### config.mk
export PLATFORM = sky130hd
export DESIGN_NAME = apb_master_bridge
export DESIGN_NICKNAME = d
export VERILOG_FILES = /design/src/rtl/apb_master_bridge.sv
export SDC_FILE = /design/constraint.sdc
export NUM_CORES = 1
export LEC_CHECK = 0
export BUFFER_PORTS_ARGS = -buffer_cell sky130_fd_sc_hd__buf_2
export CAP_MARGIN = 5
export CORE_MARGIN = 1
export CORE_UTILIZATION = 45
export DETAILED_ROUTE_END_ITERATION = 12
export GPL_TIMING_DRIVEN = 0
export PLACE_DENSITY = 0.67
export SYNTH_ARGS = -nofsm -noshare
export SYNTH_HDL_FRONTEND = slang
export SYNTH_SLANG_ARGS = --single-unit
### constraint.sdc
create_clock -name PCLK -period 5.3 [get_ports PCLK]
set_input_delay 0.265 -clock PCLK [delete_from_list [all_inputs] [get_ports PCLK]]
set_output_delay 0.265 -clock PCLK [all_outputs]
set_load 0.01 [all_outputs]
### src/rtl/apb_master_bridge.sv
// APB4 requester bridge: commands are buffered in a small FIFO and issued one at a
// time as APB transfers; each result is held in a single response register.
module apb_master_bridge #(
   parameter int ADDR_WIDTH     = 32,
   parameter int DATA_WIDTH     = 32,
   parameter int CMD_DEPTH      = 2,
   parameter int TIMEOUT_CYCLES = 16,
   localparam int STRB_WIDTH    = DATA_WIDTH / 8
) (
   input  logic                  PCLK,
   input  logic                  PRESETn,
   input  logic                  cmd_valid,
   output logic                  cmd_ready,
   input  logic                  cmd_write,
   input  logic [ADDR_WIDTH-1:0] cmd_addr,
   input  logic [DATA_WIDTH-1:0] cmd_wdata,
   input  logic [STRB_WIDTH-1:0] cmd_strb,
   output logic                  rsp_valid,
   input  logic                  rsp_ready,
   output logic [DATA_WIDTH-1:0] rsp_rdata,
   output logic                  rsp_slverr,
   output logic                  rsp_timeout,
   output logic                  PSEL,
   output logic                  PENABLE,
   output logic                  PWRITE,
   output logic [ADDR_WIDTH-1:0] PADDR,
   output logic [DATA_WIDTH-1:0] PWDATA,
   output logic [STRB_WIDTH-1:0] PSTRB,
   input  logic                  PREADY,
   input  logic [DATA_WIDTH-1:0] PRDATA,
   input  logic                  PSLVERR,
   output logic [7:0]            err_cnt
);

   localparam int PW = $clog2(CMD_DEPTH);
   localparam int CW = PW + 1;
   localparam int TW = (TIMEOUT_CYCLES > 0) ? $clog2(TIMEOUT_CYCLES + 1) : 1;
   localparam logic [CW-1:0] FULL_CNT  = CW'(CMD_DEPTH);
   localparam logic [TW-1:0] TMO_LIMIT = TW'(TIMEOUT_CYCLES);

   typedef enum logic [1:0] {IDLE, SETUP, ACCESS} state_t;

   typedef struct packed {
      logic                  write;
      logic [ADDR_WIDTH-1:0] addr;
      logic [DATA_WIDTH-1:0] wdata;
      logic [STRB_WIDTH-1:0] strb;
   } cmd_t;

   cmd_t          fifo_mem [CMD_DEPTH];
   cmd_t          head;
   logic [PW-1:0] wr_ptr, rd_ptr;
   logic [CW-1:0] count;
   logic          out_of_reset;
   logic [TW-1:0] tmo_cnt;
   state_t        state, state_nxt;
   logic          push, pop, done, abort, start;

   assign cmd_ready = out_of_reset && (count < FULL_CNT);
   assign push      = cmd_valid && cmd_ready;
   assign head      = fifo_mem[rd_ptr];
   assign done      = (state == ACCESS) && PREADY;
   assign abort     = (state == ACCESS) && !PREADY && (TIMEOUT_CYCLES != 0) && (tmo_cnt == TMO_LIMIT);
   assign pop       = done || abort;
   assign PSEL      = (state != IDLE);
   assign PENABLE   = (state == ACCESS);

   // NOTE: FIFO storage has no reset; the empty count guards stale entries, so only
   // control state needs clearing and the array can map onto plain registers/RAM.
   always_ff @(posedge PCLK) begin
      if (push) begin
         fifo_mem[wr_ptr] <= '{write: cmd_write, addr: cmd_addr, wdata: cmd_wdata, strb: cmd_strb};
      end
   end

   // NOTE: sequential state uses non-blocking assignments so every register samples
   // the pre-edge values of the others, independent of statement order.
   always_ff @(posedge PCLK) begin
      if (!PRESETn) begin
         wr_ptr       <= '0;
         rd_ptr       <= '0;
         count        <= '0;
         out_of_reset <= 1'b0;
      end else begin
         out_of_reset <= 1'b1;
         if (push) wr_ptr <= wr_ptr + PW'(1);
         if (pop)  rd_ptr <= rd_ptr + PW'(1);
         count <= count + CW'(push) - CW'(pop);
      end
   end

   // NOTE: every output of this block gets a default first, so no path infers a latch.
   always_comb begin
      state_nxt = state;
      start     = 1'b0;
      case (state)
         IDLE: begin
            if ((count != '0) && !rsp_valid) begin
               state_nxt = SETUP;
               start     = 1'b1;
            end
         end
         SETUP:   state_nxt = ACCESS;
         ACCESS:  if (pop) state_nxt = IDLE;
         default: state_nxt = IDLE;
      endcase
   end

   always_ff @(posedge PCLK) begin
      if (!PRESETn) begin
         state   <= IDLE;
         tmo_cnt <= '0;
         PADDR   <= '0;
         PWRITE  <= 1'b0;
         PWDATA  <= '0;
         PSTRB   <= '0;
      end else begin
         state <= state_nxt;
         // Payload is captured once at SETUP entry; later pushes cannot disturb it.
         if (start) begin
            PADDR  <= head.addr;
            PWRITE <= head.write;
            PWDATA <= head.wdata;
            PSTRB  <= head.write ? head.strb : '0;
         end
         if (state == SETUP) begin
            tmo_cnt <= '0;
         end else if ((state == ACCESS) && !PREADY && (tmo_cnt != '1)) begin
            tmo_cnt <= tmo_cnt + TW'(1);
         end
      end
   end

   always_ff @(posedge PCLK) begin
      if (!PRESETn) begin
         rsp_valid   <= 1'b0;
         rsp_rdata   <= '0;
         rsp_slverr  <= 1'b0;
         rsp_timeout <= 1'b0;
         err_cnt     <= '0;
      end else begin
         if (done) begin
            rsp_valid   <= 1'b1;
            rsp_rdata   <= PWRITE ? '0 : PRDATA;
            rsp_slverr  <= PSLVERR;
            rsp_timeout <= 1'b0;
         end else if (abort) begin
            rsp_valid   <= 1'b1;
            rsp_rdata   <= '0;
            rsp_slverr  <= 1'b1;
            rsp_timeout <= 1'b1;
         end else if (rsp_valid && rsp_ready) begin
            rsp_valid <= 1'b0;
         end
         if (((done && PSLVERR) || abort) && (err_cnt != 8'hFF)) begin
            err_cnt <= err_cnt + 8'd1;
         end
      end
   end

endmodule
==> summary.txt <==
Outcome
  • Outcome: completed

STA
  • Slew at the pin closest to its max-slew limit: 0.847 ns
  • Fin crit period: 2.29 ns
  • Total negative slack: 0 ns
  • Max_slew headroom: 43.5%
  • Fin crit share: 43.2%
  • FMAX: 437 MHz
  • Hold Vio Cnt, Final: 0
  • Unrepaired setup endpoints after global routing: no
  • Skew final: 0.0163 ns
  • Final Max Tran Viols: 0
  • Setup-failing EPs final: 0

Logic synthesis
  • Mapped Avg Cell Area: 14.2 µm²
  • Main synth FF type: edfxtp_1
  • Register area share after synthesis: 69.1%
  • Yosys reg bits: 263
  • Synth Cell Area: 0.00962 mm²
  • EDFF count, synth: 138
  • Area leader, netlist: edfxtp_1
  • Syn_nets: 788
  • Ys Warns: 0
  • Post-synth top area share: 43.1%
  • Ys async rst share: 0%
  • Distinct cell type count of the synthesized netlist: 42
  • Post-Synthesis Cells: 675
  • Synth area leaders: edfxtp_1 (43%), dfxtp_1 (26%), a211oi_2 (7.8%), mux2i_1 (6.8%), nor2_1 (4.6%)

Critical path
  • Slowest CP cell: dfxtp_1
  • CP Launch Type: register
  • CP max FO: 8
  • CP bufs+invs: 3
  • CP required: 5.70 ns
  • Origin of the critical flop-to-flop path: tmo_cnt[0]
  • Kind of cell adding the most delay to the critical path: adder cells
  • Worst path cell trace: inv_1 -> ha_1 -> and4bb_4 -> o21ai_2 -> inv_1 -> ha_1 -> inv_1 -> ha_1 -> xor2_1 -> xnor2_1 -> nor2_1
  • Crit Path Category: reg -> reg
  • CP Capture Type: register
  • Setup crit start: tmo_cnt[0]
  • Critical Path Max Stage Delay: 0.39 ns
  • Worst EP arrival: 2.69 ns

Clock network
  • CTS tree: done
  • Setup Buffers After CTS: 0
  • Worst-path clk slew: 0.06 ns
  • Clock root cell: clkbuf_16
  • Worst-skew pair later-pin latency: 0.53 ns
  • Maximum buffer depth of the clock tree: 3
  • H-tree depth: 1
  • CTS buffer count: 28
  • # hold bufs at CTS: 101
  • # resized after CTS: 0
  • Clk sinks: 263

Global routing
  • Initial antenna violation count: 0
  • Pin count of the biggest net entering global routing: 46
  • Number of global-route vias before repair: 6,630
  • Tot GR Track Use: 19.7%
  • Gr ovfl total: 0
  • First-pass GRT wire length: 34.1 mm

Finish
  • Area growth, synth to finish: 36.2%
  • Final net count: 1,142
  • Final std cells w/o fill: 1,326
  • Layout fillers: 1,609
  • N_diodes: 0
  • Share of layout cells above drive strength 1: 34.3%
  • Finished Core Util: 62.5%
  • Commonest cells after routing, fill and taps aside: buf_2 (233), edfxtp_1 (138), dfxtp_1 (125), nor2_1 (117), dlygate4sd3_1 (101)
  • Most common cell after layout, fill and taps aside: buf_2

Detailed routing
  • DR vias: 6,606
  • 1st-iter DRT viols: 246
  • Via/cell ratio: 4.98
  • DR WL/cell: 16.6 µm
  • Pre-Repair DR Iteration Count: 5
  • WL final: 22.0 mm
  • Drt drc: 0
  • Antenna Violating Nets Remaining: 0

Floorplanning
  • Die width: 148 µm
  • Core box area: 0.0210 mm²
  • Starting density of the core: 45.9%
  • Core Rows: 53
  • Die H: 148 µm
  • Die area: 0.0220 mm²
  • Num ports: 222

Place
  • HPWL Detailed: 14.1 mm
  • Port bufs: 220
  • GP Congestion: 0.779
  • Dpl cells: 1,173

Hold path
  • Hold Crit Start: PRDATA[7]
  • Worst Hold Class: in -> reg

Power and ir drop
  • Max VDD drop: 0.000241 V
  • Power per standard cell area: 395 mW/mm²
  • Leakage power: 5.00 nW

Flow run
  • Max-Cap Viols: 0
==> power by group <==
group	leakage, nW	switching (mW)	internal (mW)
combinational	2.26	0.468	0.349
sequential	2.29	0.0747	2.32
clock	0.458	0.783	1.17
==> final cells by class <==
cell class / count / area [µm²] / area share (%)
flip-flops and latches: 263 / 6650 / 50.8
multi-input cells: 361 / 2740 / 20.9
repair buffers: 324 / 2180 / 16.6
clock buffers: 33 / 719 / 5.49
well taps: 275 / 344 / 2.63
clock inverters: 19 / 223 / 1.70
plain buffers: 45 / 220 / 1.68
inverters: 6 / 22.5 / 0.172
==> flip-flops by register name, indices dropped and copies added, names as in the netlist, named ones only <==
register / flops
PWRITE: 1
err_cnt: 8
state: 2
PSTRB: 4
rsp_rdata: 32
out_of_reset: 1
count: 2
fifo_mem: 138
rsp_slverr: 1
PADDR: 32
rd_ptr: 1
rsp_timeout: 1
PWDATA: 32
wr_ptr: 1
tmo_cnt: 5
rsp_valid: 1
==> final timing paths <==
path,cells after the start,slack (ns),to
worst max-delay path,11,3.01,count[1]
worst min-delay path,3,0.03,rsp_rdata[7]
worst max register to register,11,3.01,count[1]
worst min register to register,2,0.48,rsp_timeout
==> cells in the mapped netlist, types with 2 or more instances <==
library cell and count:
a21oi_1 11, a32oi_1 4, and3_1 2, o211ai_1 2, inv_1 5, xor2_1 5
or4_1 4, mux2i_1 65, a211oi_2 60, a211oi_1 9, o31ai_1 4, nand4_1 3
nand2_1 7, nand2b_1 3, buf_2 13, ha_1 6, buf_4 9, or3_1 3
o21ai_0 4, edfxtp_1 138, dfxtp_1 125, nor2_1 118, nor2b_1 4, a22oi_1 32
clkbuf_1 21, xnor2_1 2
==> stage by stage <==
stage / power (mW) / setup slack [ns] / area (µm²) / hold slack [ns]
2_1_floorplan: 2.90 / 1.19 / 9620 / 0.293
6_report: 5.17 / 3.01 / 13100 / 0.0258
4_1_cts: 5.22 / 2.98 / 13100 / 0.0178
3_5_place_dp: 3.20 / 2.99 / 11100 / 0.387
3_3_place_gp: 3.19 / -0.870 / 11100 / 0.381
5_1_grt: 5.39 / 2.83 / 13100 / 0.0305
==> metal layers <==
layer / vias up / part of all wire, % / GRT usage (%)
met1: 3159 / 42 / 24.2
met3: 30 / 6.0 / 4.20
li1: 3220 / - / -
met4: 0 / 1.7 / 4.74
met5: - / 0 / 0
met2: 197 / 50 / 35.2
==> cells by family (layout without fill, tap and decap cells) <==
logic type,count (synthesis),count (layout),synth area share [%]
mux,65,65,6.77
buf+inv,51,427,2.52
simple gates,153,153,7.03
compound gates,130,130,13.1
fa+ha+maj,6,6,0.781
flops,263,263,69.1
xor+xnor,7,7,0.638
==> tightest hold or removal path: stages <==
cell and delay, ns:
buf_2 0.09, a22oi_1 0.06, nor2_1 0.09
Note: power is estimated with default switching activity, not from simulation.
